$ cat config.mk
export PLATFORM = sky130hd
export DESIGN_NAME = slot_lcd_driver
export DESIGN_NICKNAME = d
export VERILOG_FILES = /design/src/rtl/slot_lcd_pkg.sv /design/src/rtl/slot_lcd_text_rom.sv /design/src/rtl/slot_lcd_driver.sv
export SDC_FILE = /design/constraint.sdc
export NUM_CORES = 1
export LEC_CHECK = 0
export BUFFER_PORTS_ARGS = -buffer_cell sky130_fd_sc_hd__buf_2
export CORE_MARGIN = 3
export CORE_UTILIZATION = 50
export DETAILED_ROUTE_END_ITERATION = 16
export PLACE_DENSITY = 0.64
export SYNTH_ARGS = -nofsm -noshare
export SYNTH_HDL_FRONTEND = slang
export SYNTH_HIERARCHICAL = 1
export SYNTH_SLANG_ARGS = --single-unit
$ cat constraint.sdc
create_clock -name CLK -period 14.46 [get_ports CLK]
set_clock_uncertainty 0.15 [all_clocks]
set_input_delay 0.723 -clock CLK [delete_from_list [all_inputs] [get_ports CLK]]
set_output_delay 0.723 -clock CLK [all_outputs]
set_load 0.02 [all_outputs]
$ cat src/rtl/slot_lcd_pkg.sv
// Shared constants, state encodings and text tables for the slot-machine LCD driver.
package slot_lcd_pkg;

    localparam logic [7:0] FUNC_SET = 8'h38;
    localparam logic [7:0] DISP_ON  = 8'h0C;
    localparam logic [7:0] ENTRY    = 8'h06;
    localparam logic [7:0] CLEAR    = 8'h01;
    localparam logic [7:0] L1_ADDR  = 8'h80;
    localparam logic [7:0] L2_ADDR  = 8'hC0;

    typedef enum logic [2:0] {
        S_PWR  = 3'd0,
        S_INIT = 3'd1,
        S_L1   = 3'd2,
        S_L2   = 3'd3,
        S_IDLE = 3'd4
    } lcd_state_t;

    typedef enum logic [1:0] {
        PH_SETUP  = 2'd0,
        PH_STROBE = 2'd1,
        PH_HOLD   = 2'd2
    } wr_phase_t;

    localparam logic [1:0] MSG_COIN  = 2'd0;
    localparam logic [1:0] MSG_START = 2'd1;
    localparam logic [1:0] MSG_SPIN  = 2'd2;
    localparam logic [1:0] MSG_WIN   = 2'd3;

    localparam logic [127:0] TXT_COIN   = "  INSERT COIN   ";
    localparam logic [127:0] TXT_START  = "  PRESS START   ";
    localparam logic [127:0] TXT_SPIN   = "  SPINNING...   ";
    localparam logic [127:0] TXT_WIN    = "   JACKPOT!!    ";
    localparam logic [63:0]  TXT_CREDIT = "CREDIT: ";

    function automatic logic [127:0] msg_text(input logic [1:0] msg);
        case (msg)
            MSG_COIN:  return TXT_COIN;
            MSG_START: return TXT_START;
            MSG_SPIN:  return TXT_SPIN;
            MSG_WIN:   return TXT_WIN;
            default:   return TXT_COIN;
        endcase
    endfunction

    // Column 0 is the leftmost character, i.e. the most significant byte of the literal.
    function automatic logic [7:0] text_char(input logic [127:0] txt, input logic [3:0] col);
        return txt[8 * (15 - int'(col)) +: 8];
    endfunction

endpackage

$ cat src/rtl/slot_lcd_text_rom.sv
// Combinational character generator: message line 1 and "CREDIT: dd" line 2.
module slot_lcd_text_rom
    import slot_lcd_pkg::*;
(
    input  logic [1:0] msg,
    input  logic       line,
    input  logic [3:0] col,
    input  logic [6:0] credit,
    output logic [7:0] chr
);

    logic [6:0] sat_s;
    logic [7:0] bcd_s;

    // Shift-and-add-3 conversion; input is already saturated so two digits suffice.
    function automatic logic [7:0] bin_to_bcd(input logic [6:0] v);
        logic [14:0] sh;
        sh = {8'd0, v};
        for (int i = 0; i < 7; i++) begin
            if (sh[10:7] >= 4'd5) sh[10:7] = sh[10:7] + 4'd3;
            if (sh[14:11] >= 4'd5) sh[14:11] = sh[14:11] + 4'd3;
            sh = sh << 1;
        end
        return sh[14:7];
    endfunction

    // Character selection for the requested line and column
    always_comb begin
        sat_s = (credit > 7'd99) ? 7'd99 : credit;
        bcd_s = bin_to_bcd(sat_s);
        chr   = 8'h20;
        if (!line) begin
            chr = text_char(msg_text(msg), col);
        end else begin
            case (col)
                4'd8:    chr = 8'h30 | {4'h0, bcd_s[7:4]};
                4'd9:    chr = 8'h30 | {4'h0, bcd_s[3:0]};
                default: begin
                    if (col < 4'd8) chr = TXT_CREDIT[8 * (7 - int'(col[2:0])) +: 8];
                    else            chr = 8'h20;
                end
            endcase
        end
    end

endmodule

$ cat src/rtl/slot_lcd_driver.sv
// HD44780 text-LCD driver: power-up init, then full two-line redraw whenever the
// requested message or credit changes. All timing advances on prescaled ticks.
module slot_lcd_driver
    import slot_lcd_pkg::*;
#(
    parameter int TICK_DIV    = 50,
    parameter int PWR_TICKS   = 15000,
    parameter int CLEAR_TICKS = 2000,
    parameter int CMD_TICKS   = 50
) (
    input  logic       CLK,
    input  logic       RST,
    input  logic [1:0] MSG_SEL,
    input  logic [6:0] CREDIT,
    output logic       LCD_E,
    output logic       LCD_RS,
    output logic       LCD_RW,
    output logic [7:0] LCD_DATA,
    output logic       BUSY
);

    localparam logic [15:0] TICK_LAST = 16'(TICK_DIV - 1);
    localparam logic [15:0] PWR_LAST  = 16'(PWR_TICKS - 1);
    localparam logic [15:0] CMD_LAST  = 16'(CMD_TICKS - 1);
    localparam logic [15:0] CLR_LAST  = 16'(CMD_TICKS + CLEAR_TICKS - 1);

    logic [15:0] tick_cnt_r;
    logic        tick_s;

    lcd_state_t  state_r, state_nxt_s;
    wr_phase_t   phase_r, phase_nxt_s;
    logic [15:0] wait_r, wait_nxt_s;
    logic [4:0]  idx_r, idx_nxt_s;
    logic [1:0]  snap_msg_r, snap_msg_nxt_s;
    logic [6:0]  snap_credit_r, snap_credit_nxt_s;
    logic        busy_r, busy_nxt_s;

    logic        lcd_e_r, lcd_rs_r;
    logic [7:0]  lcd_data_r;
    logic        e_nxt_s, rs_nxt_s;
    logic [7:0]  data_nxt_s;

    logic [15:0] hold_last_s;
    logic [4:0]  last_idx_s;
    logic [3:0]  rom_col_s;
    logic [7:0]  rom_chr_s;

    // Tick prescaler: one-cycle pulse every TICK_DIV clocks
    always_ff @(posedge CLK or posedge RST) begin
        if (RST)         tick_cnt_r <= 16'd0;
        else if (tick_s) tick_cnt_r <= 16'd0;
        else             tick_cnt_r <= tick_cnt_r + 16'd1;
    end

    assign tick_s = (tick_cnt_r == TICK_LAST);

    // The clear command needs the long settle time; the current write sits in the output regs.
    assign hold_last_s = (!lcd_rs_r && (lcd_data_r == CLEAR)) ? CLR_LAST : CMD_LAST;
    assign last_idx_s  = (state_r == S_INIT) ? 5'd3 : 5'd16;

    // Sequencer state, snapshot and LCD pin registers
    always_ff @(posedge CLK or posedge RST) begin
        if (RST) begin
            state_r       <= S_PWR;
            phase_r       <= PH_SETUP;
            wait_r        <= 16'd0;
            idx_r         <= 5'd0;
            snap_msg_r    <= 2'd0;
            snap_credit_r <= 7'd0;
            busy_r        <= 1'b1;
            lcd_e_r       <= 1'b0;
            lcd_rs_r      <= 1'b0;
            lcd_data_r    <= 8'h00;
        end else begin
            state_r       <= state_nxt_s;
            phase_r       <= phase_nxt_s;
            wait_r        <= wait_nxt_s;
            idx_r         <= idx_nxt_s;
            snap_msg_r    <= snap_msg_nxt_s;
            snap_credit_r <= snap_credit_nxt_s;
            busy_r        <= busy_nxt_s;
            lcd_e_r       <= e_nxt_s;
            lcd_rs_r      <= rs_nxt_s;
            lcd_data_r    <= data_nxt_s;
        end
    end

    // Next-state logic: power wait, write phases and draw sequencing
    always_comb begin
        state_nxt_s       = state_r;
        phase_nxt_s       = phase_r;
        wait_nxt_s        = wait_r;
        idx_nxt_s         = idx_r;
        snap_msg_nxt_s    = snap_msg_r;
        snap_credit_nxt_s = snap_credit_r;
        busy_nxt_s        = busy_r;
        if (tick_s) begin
            case (state_r)
                S_PWR: begin
                    if (wait_r == PWR_LAST) begin
                        state_nxt_s = S_INIT;
                        phase_nxt_s = PH_SETUP;
                        wait_nxt_s  = 16'd0;
                        idx_nxt_s   = 5'd0;
                    end else begin
                        wait_nxt_s = wait_r + 16'd1;
                    end
                end
                S_INIT, S_L1, S_L2: begin
                    case (phase_r)
                        PH_SETUP:  phase_nxt_s = PH_STROBE;
                        PH_STROBE: begin
                            phase_nxt_s = PH_HOLD;
                            wait_nxt_s  = 16'd0;
                        end
                        PH_HOLD: begin
                            if (wait_r == hold_last_s) begin
                                phase_nxt_s = PH_SETUP;
                                wait_nxt_s  = 16'd0;
                                if (idx_r == last_idx_s) begin
                                    idx_nxt_s = 5'd0;
                                    case (state_r)
                                        S_INIT: begin
                                            state_nxt_s       = S_L1;
                                            snap_msg_nxt_s    = MSG_SEL;
                                            snap_credit_nxt_s = CREDIT;
                                        end
                                        S_L1:    state_nxt_s = S_L2;
                                        default: begin
                                            state_nxt_s = S_IDLE;
                                            busy_nxt_s  = 1'b0;
                                        end
                                    endcase
                                end else begin
                                    idx_nxt_s = idx_r + 5'd1;
                                end
                            end else begin
                                wait_nxt_s = wait_r + 16'd1;
                            end
                        end
                        default: phase_nxt_s = PH_SETUP;
                    endcase
                end
                S_IDLE: begin
                    if ({MSG_SEL, CREDIT} != {snap_msg_r, snap_credit_r}) begin
                        state_nxt_s       = S_L1;
                        phase_nxt_s       = PH_SETUP;
                        wait_nxt_s        = 16'd0;
                        idx_nxt_s         = 5'd0;
                        snap_msg_nxt_s    = MSG_SEL;
                        snap_credit_nxt_s = CREDIT;
                        busy_nxt_s        = 1'b1;
                    end else begin
                        busy_nxt_s = 1'b0;
                    end
                end
                default: begin
                    state_nxt_s = S_PWR;
                    phase_nxt_s = PH_SETUP;
                    wait_nxt_s  = 16'd0;
                    idx_nxt_s   = 5'd0;
                    busy_nxt_s  = 1'b1;
                end
            endcase
        end
    end

    assign rom_col_s = 4'(idx_nxt_s - 5'd1);

    slot_lcd_text_rom u_text_rom (
        .msg    (snap_msg_nxt_s),
        .line   (state_nxt_s == S_L2),
        .col    (rom_col_s),
        .credit (snap_credit_nxt_s),
        .chr    (rom_chr_s)
    );

    // Pin values for the upcoming cycle; RS/DATA only move when entering a new write's setup.
    always_comb begin
        rs_nxt_s   = lcd_rs_r;
        data_nxt_s = lcd_data_r;
        case (state_nxt_s)
            S_INIT: begin
                rs_nxt_s = 1'b0;
                case (idx_nxt_s[1:0])
                    2'd0:    data_nxt_s = FUNC_SET;
                    2'd1:    data_nxt_s = DISP_ON;
                    2'd2:    data_nxt_s = ENTRY;
                    default: data_nxt_s = CLEAR;
                endcase
            end
            S_L1, S_L2: begin
                if (idx_nxt_s == 5'd0) begin
                    rs_nxt_s   = 1'b0;
                    data_nxt_s = (state_nxt_s == S_L1) ? L1_ADDR : L2_ADDR;
                end else begin
                    rs_nxt_s   = 1'b1;
                    data_nxt_s = rom_chr_s;
                end
            end
            default: begin
                rs_nxt_s   = lcd_rs_r;
                data_nxt_s = lcd_data_r;
            end
        endcase
        if ((state_nxt_s inside {S_INIT, S_L1, S_L2}) && (phase_nxt_s == PH_STROBE)) e_nxt_s = 1'b1;
        else                                                                      e_nxt_s = 1'b0;
    end

    assign LCD_E    = lcd_e_r;
    assign LCD_RS   = lcd_rs_r;
    assign LCD_RW   = 1'b0;
    assign LCD_DATA = lcd_data_r;
    assign BUSY     = busy_r;

endmodule

## After elaboration in Yosys (flattened, before gate mapping)

Index checks and enable logic that the tools add are counted.

| cells by class | value |
|---|---|
| equality and inequality tests | 29 |
| bitwise gates (word level) | 1 |
| shift-type cells | 2 |
| reduce and logical (&&, ||, !) cells | 15 |
| $add $sub $neg | 17 |
| muxes and demuxes | 73 |
| $lt $le $gt $ge | 13 |

Operators with widths:

| kind | count |
|---|---|
| $pmux 128 s4 | 1 |
| $mux 128 | 1 |
| $shiftx 128x32->8 | 1 |
| $mux 16 | 4 |
| $shiftx 64x32->8 const A | 1 |
| $mux 7 | 8 |
| $pmux 16 s3 | 1 |
| $ge 4x3->1 const B | 9 |
| $mux 3 | 12 |
| $mux 5 | 7 |
| $add 16x1->16 const B | 2 |
| $pmux 16 s2 | 1 |
| $pmux 8 s2 | 2 |
| $mux 8 | 3 |
| $add 4x2->4 const B | 5 |
| $mux 2 | 10 |
| $mux 4 | 5 |
| $pmux 6 s3 | 1 |
| $eq 16x12->1 | 1 |
| $eq 16x14->1 const B | 1 |
| $eq 16x6->1 const B | 1 |
| $pmux 5 s3 | 1 |
| $pmux 7 s2 | 1 |
| $add 3x2->3 const B | 4 |
| other kinds (41) | 67 |

| word-level totals | value |
|---|---|
| input port bits | 11 |
| register bits after elaboration | 62 |

## Logic depth before layout (Yosys ltp)

| depth | value |
|---|---|
| depth in word-level cells | 26 |
| gate-level depth with buffers | 33 |

## Hierarchy

The synthesis kept the hierarchy.

Modules (own cells, without submodules):

| module | cells each | times used | area each (µm²) |
|---|---|---|---|
| slot_lcd_driver | 373 | 1 | 3512.1 |
| slot_lcd_text_rom | 239 | 1 | 1581.5 |

## Worst setup path after synthesis

No wires, ideal clock.

| timing path | value |
|---|---|
| path kind | reg2reg |
| start | register lcd_data_r[0], in the netlist LCD_DATA[0] |
| end | register lcd_data_r[2], in the netlist LCD_DATA[2] |
| arrival | 6691 ps |
| clock period less this slack | 6906 ps |
| setup time | 65 ps |
| data required time | 14245 ps |
| path slack | 7554 ps |
| cell stages (with the launch flop) | 32 |
| cells stage by stage | dfrtp_1 > nor3b_1 > a311o_1 > a2111oi_4 > nand4_1 > a21o_1 > nor2_2 > mux2_1 > a21bo_2 > ha_1 > inv_1 > ha_1 > nand2b_1 > o22ai_2 > inv_2 > ha_1 > a21oi_1 > a21boi_1 > a21o_2 > inv_1 > ha_1 > a221oi_1 > nand2_2 > xnor2_1 > ha_1 > nand2b_1 > and4_2 > a311oi_2 > or4b_1 > o211ai_2 > and3_1 > o22a_1 |

| between the ends | value |
|---|---|
| cells in the longest elaborated chain, start to end | 26 |

RTL lines:

| item | line | RTL |
|---|---|---|
| start, declared | slot_lcd_driver.sv:39 | `logic [7:0] lcd_data_r;` |
| start signal, assigned | slot_lcd_driver.sv:84 | `lcd_data_r <= data_nxt_s;` |
| $eq 8x1->1 (*) | slot_lcd_driver.sv:58 | `assign hold_last_s = (!lcd_rs_r && (lcd_data_r == CLEAR)) ? CLR_LAST : CMD_LAST;` |
| $logic_and 1x1->1 (*) | slot_lcd_driver.sv:58 |  |
| $mux 12 (*) | slot_lcd_driver.sv:58 |  |
| $eq 16x12->1 (*) | slot_lcd_driver.sv:117 | `if (wait_r == hold_last_s) begin` |
| $mux 7 (*) | slot_lcd_driver.sv:117 |  |
| $mux 7 (*) | slot_lcd_driver.sv:110 | `case (phase_r)` |
| $pmux 7 s2 (*) | slot_lcd_driver.sv:98 | `case (state_r)` |
| $mux 7 (*) | slot_lcd_driver.sv:97 | `if (tick_s) begin` |
| via snap_credit_nxt_s[6] | slot_lcd_driver.sv:35 | `logic [6:0] snap_credit_r, snap_credit_nxt_s;` |
| [11 not listed] | -- |  |
| $mux 4 / $mux 3 (equally long branches) | slot_lcd_text_rom.sv:20, slot_lcd_text_rom.sv:21 |  |
| $add 4x2->4, or another cell as far along | slot_lcd_text_rom.sv:20 | `if (sh[10:7] >= 4'd5) sh[10:7] = sh[10:7] + 4'd3;` |
| $mux 4 / $mux 3 (equally long branches) | slot_lcd_text_rom.sv:20, slot_lcd_text_rom.sv:21 |  |
| $pmux 8 s2 (*) | slot_lcd_text_rom.sv:35 | `case (col)` |
| $mux 8 (*) | slot_lcd_text_rom.sv:32 | `if (!line) begin` |
| via rom_chr_s[2] | slot_lcd_driver.sv:46 | `logic [7:0] rom_chr_s;` |
| $mux 8 (*) | slot_lcd_driver.sv:193 | `if (idx_nxt_s == 5'd0) begin` |
| $pmux 8 s2 (*) | slot_lcd_driver.sv:182 | `case (state_nxt_s)` |

Mark *: on every way through the listed nets, which the timed path passes. The rest lies on a longest branch. The select of a mux whose other input is x is not followed.
A chain may end at the register's enable or synchronous reset.

## Worst setup path in the final report

| timing path | value |
|---|---|
| start | register wait_r[1] |
| end | register lcd_data_r[2], in the netlist LCD_DATA[2] |

| between the ends | value |
|---|---|
| cells in the longest elaborated chain, start to end | 23 |

RTL lines:

| item | line | RTL |
|---|---|---|
| start, declared | slot_lcd_driver.sv:32 | `logic [15:0] wait_r, wait_nxt_s;` |
| start signal, assigned | slot_lcd_driver.sv:77 | `wait_r <= wait_nxt_s;` |
| $eq 16x12->1 (*) | slot_lcd_driver.sv:117 |  |
| $mux 7 (*) | slot_lcd_driver.sv:117 |  |
| $mux 7 (*) | slot_lcd_driver.sv:110 |  |
| $pmux 7 s2 (*) | slot_lcd_driver.sv:98 |  |
| $mux 7 (*) | slot_lcd_driver.sv:97 |  |
| via snap_credit_nxt_s[6] | slot_lcd_driver.sv:35 |  |
| $gt 7x7->1 | slot_lcd_text_rom.sv:29 | `sat_s = (credit > 7'd99) ? 7'd99 : credit;` |
| $mux 7 (*) | slot_lcd_text_rom.sv:29 |  |
| [9 not listed] | -- |  |
| $mux 4 / $mux 3 (equally long branches) | slot_lcd_text_rom.sv:20, slot_lcd_text_rom.sv:21 |  |
| $add 4x2->4, or another cell as far along | slot_lcd_text_rom.sv:20 |  |
| $mux 4 / $mux 3 (equally long branches) | slot_lcd_text_rom.sv:20, slot_lcd_text_rom.sv:21 |  |
| $pmux 8 s2 (*) | slot_lcd_text_rom.sv:35 |  |
| $mux 8 (*) | slot_lcd_text_rom.sv:32 |  |
| via rom_chr_s[2] | slot_lcd_driver.sv:46 |  |
| $mux 8 (*) | slot_lcd_driver.sv:193 |  |
| $pmux 8 s2 (*) | slot_lcd_driver.sv:182 |  |

Marks and branches as above.

==> results.md <==
* Combined buffer and inverter count along the critical path at 4
* Synth warn at 6
* Die Y at 107 um
* Die footprint at 11400 sq um
* Via count at 4443
* Share of layout cells above drive strength 1 at 13.1%
* Leading cell type in the layout, fill and taps excluded: nor2_1
* Peak VDD IR at 0.0343 mV
* Initial antenna violation count at 0
* Yosys cell types at 85
* Initial Util at 51.9%
* Drt first-iter violations at 285
* Tcrit/Tclk final at 53.0%
* Syn nets at 654
* # Max-Cap Violations at 0
* CTS buffer count at 9
* Mapped Cells at 612
* # port buffers at 21
* Number of flops mapped to enable cells by yosys at 0
* Seq cells post-synth at 62
* Slowest CP cell: mux2_1
* Most used DFF post-synth: dfrtp_1
* Final setup vio count at 0
* Hold Crit Class: input port to async pin
* Pwr/cell area at 68.1 nW/um^2
* Total clock sinks at 62
* Final nets at 664
* R2R Setup Slk at 6.79 ns
* Status: complete, no violations
* Most frequent cells in the layout: nor2_1 (64), dfrtp_1 (61), nand2_1 (54), o21ai_0 (37)
* Longest Clk Path Bufs at 2
* Rel. slew slack at 20.2%
* Final Max Tran Viols at 0
* Clock root buffer: clkbuf_8
* Antenna Violating Nets Remaining at 0
* Area growth syn-to-layout at 7.22%
* Setup Buffers After CTS at 0
* DRC at 0
* Gr ovfl total at 0
* Hold Vio Cnt, Final at 0
* Post-layout minimum cycle time at 7.67 ns
* Worst-skew pair later-pin latency at 0.35 ns
* Total Power at 0.000372 W
* Vias in the first global route at 4376
* WL final at 11800 um
* CP delay by family, top: compound AO/OA/AOI/OAI gates
* Worst EP arrival at 7.81 ns
* Synth async-reset ratio at 100%
* Total global-route track usage at 21.6%
* Worst-Margin Slew at 1.19 ns
* Site row count at 36
* Data required, critical path at 14.60 ns
* RSZ-0062 raised after global routing: no
* Final setup TNS at 0 ns
* Setup CP Type: flop to flop
* Reg2Reg Depth at 33
* Post-Syn Area at 5090 sq um
* Wire per inst at 15.5 um
* Clock transition at the registers of the reported paths at 0.07 ns
* H-Tree Depth at 3
* GPL Wtd Cong at 0.864
* Slowest stage delay, CP at 0.51 ns
* Crit. End Element: flop
* TritonRoute pass-1 iters at 5
* CP most frequent cell: ha_1
* Hold-fix buffers, CTS at 0
* Seq/Total Area, Yosys at 30.5%
* Pin count of the biggest net entering global routing at 34
* Startpoint Class: flop
* Ant. Diodes at 0
* Pleak at 2.51 nW
* HPWL Detailed at 8690 um
* Critical R2R Capture: LCD_DATA[2]
* Avg Vias per Cell at 5.86
* Worst setup margin at 6.79 ns
* RR Startpoint: wait_r[1]
* Worst Path Max Fanout at 9
* Core Footprint at 9820 sq um
* Post-CTS resize count at 0
* Fmax at 130 MHz
* CTS tree: done
* IO Pins at 23
* Place WS at 6.81 ns
* First-pass GRT wire length at 20200 um
* Die W at 107 um
* Syn Area/Cell at 8.32 sq um
registers in the layout, indices dropped and copies added (netlist names), 2 cells and up:
| register | count |
|---|---|
| phase_r | 2 |
| LCD_DATA | 8 |
| tick_cnt_r | 16 |
| state_r | 3 |
| snap_msg_r | 2 |
| wait_r | 16 |
| snap_credit_r | 7 |
| idx_r | 5 |
through the flow:
stage                     cells  hold slack, ns  utilization [%]  instance area [sq um]
after floorplan             612           0.296                -                   5090
final                       758           0.303             55.6                   5460
after global routing        758           0.358             55.6                   5460
after CTS                   758           0.321             55.6                   5460
after detailed placement    744           0.328             53.8                   5290
after global placement      744           0.313             53.8                   5290
per-layer routing:
metal / track usage, % / vias to the layer above / part of all wire, %
met5: 0 / - / 0
met4: 9.77 / 0 / 1.9
met3: 2.95 / 17 / 3.3
met2: 36.8 / 97 / 50
met1: 27.3 / 2103 / 45
li1: - / 2226 / -
logic make-up (layout without fill, tap and decap cells):
family,count (synthesis),in the layout,synth area share (%)
AND/OR/NAND/NOR,248,248,25.7
AO/OA/AOI/OAI,152,152,20.9
flip-flops,62,62,30.5
buffers and inverters,62,75,4.91
XOR/XNOR,36,36,6.19
adder cells (fa/ha/maj),31,31,7.61
multiplexers,19,19,4.05
other,2,2,0.147
worst max-delay path by stage:
stage / start / end / slack (ns) / cells past startpoint
finish: wait_r[1] / LCD_DATA[2] / 6.79 / 33
global route: wait_r[1] / LCD_DATA[2] / 6.21 / 33
CTS: wait_r[1] / LCD_DATA[2] / 6.80 / 33
detailed placement: wait_r[1] / LCD_DATA[2] / 6.81 / 33
global placement: wait_r[1] / LCD_DATA[2] / 7.15 / 33
floorplan: LCD_DATA[0] / LCD_DATA[2] / 7.55 / 31
report_power, final:
part	total (W)	switching [W]	leakage (nW)	internal, W
registers	0.000175	0.000000721	0.796	0.000175
clock network	0.000138	0.0000639	0.0914	0.0000741
logic	0.0000587	0.0000345	1.62	0.0000241
Yosys cell counts, drive strengths merged, types with 3 or more instances:
cell type | instances | area share [%]
a211o | 4 | 0.69
a211oi | 11 | 1.6
a21o | 6 | 0.93
a21oi | 35 | 3.6
a22oi | 3 | 0.44
a311oi | 3 | 0.76
a31oi | 8 | 0.98
a41oi | 4 | 0.69
and2 | 5 | 0.61
and3 | 12 | 1.5
and4 | 5 | 0.88
buf | 8 | 0.84
clkbuf | 16 | 1.2
dfrtp | 61 | 30
ha | 31 | 7.6
inv | 37 | 2.7
mux2 | 10 | 2.2
mux2i | 9 | 1.8
nand2 | 58 | 4.6
nand2b | 9 | 1.1
nand3 | 25 | 2.5
nand4 | 10 | 1.4
nor2 | 66 | 5.0
nor2b | 5 | 0.61
nor3 | 17 | 2.0
nor3b | 6 | 0.88
nor4 | 10 | 1.7
o211ai | 4 | 0.79
o21a | 3 | 0.44
o21ai | 40 | 3.9
o22ai | 4 | 0.61
o31ai | 5 | 0.74
or2 | 5 | 0.61
or3 | 3 | 0.39
or4 | 3 | 0.44
xnor2 | 27 | 4.6
xor2 | 9 | 1.5
worst register-to-register path: cells and delay by family (launching register included):
family                     cells  cell delay, ns
xor gates and xnor gates       1            0.37
adders and majority gates      6            1.19
AOI/OAI and AO/OA             11            2.40
and+or+nand+nor               10            2.28
DFF                            1            0.41
muxes                          1            0.51
buffers and inverters          4            0.29
area by class of cell:
| cell class | instances | area [sq um] |
|---|---|---|
| Fill cell | 960 | 4360 |
| Multi-Input combinational cell | 488 | 3300 |
| Sequential cell | 62 | 1550 |
| Clock buffer | 13 | 169 |
| Tap cell | 133 | 166 |
| Inverter | 37 | 139 |
| Timing Repair Buffer | 24 | 128 |
| Clock inverter | 1 | 5.00 |
No activity file was read; power rests on OpenSTA's default activity.
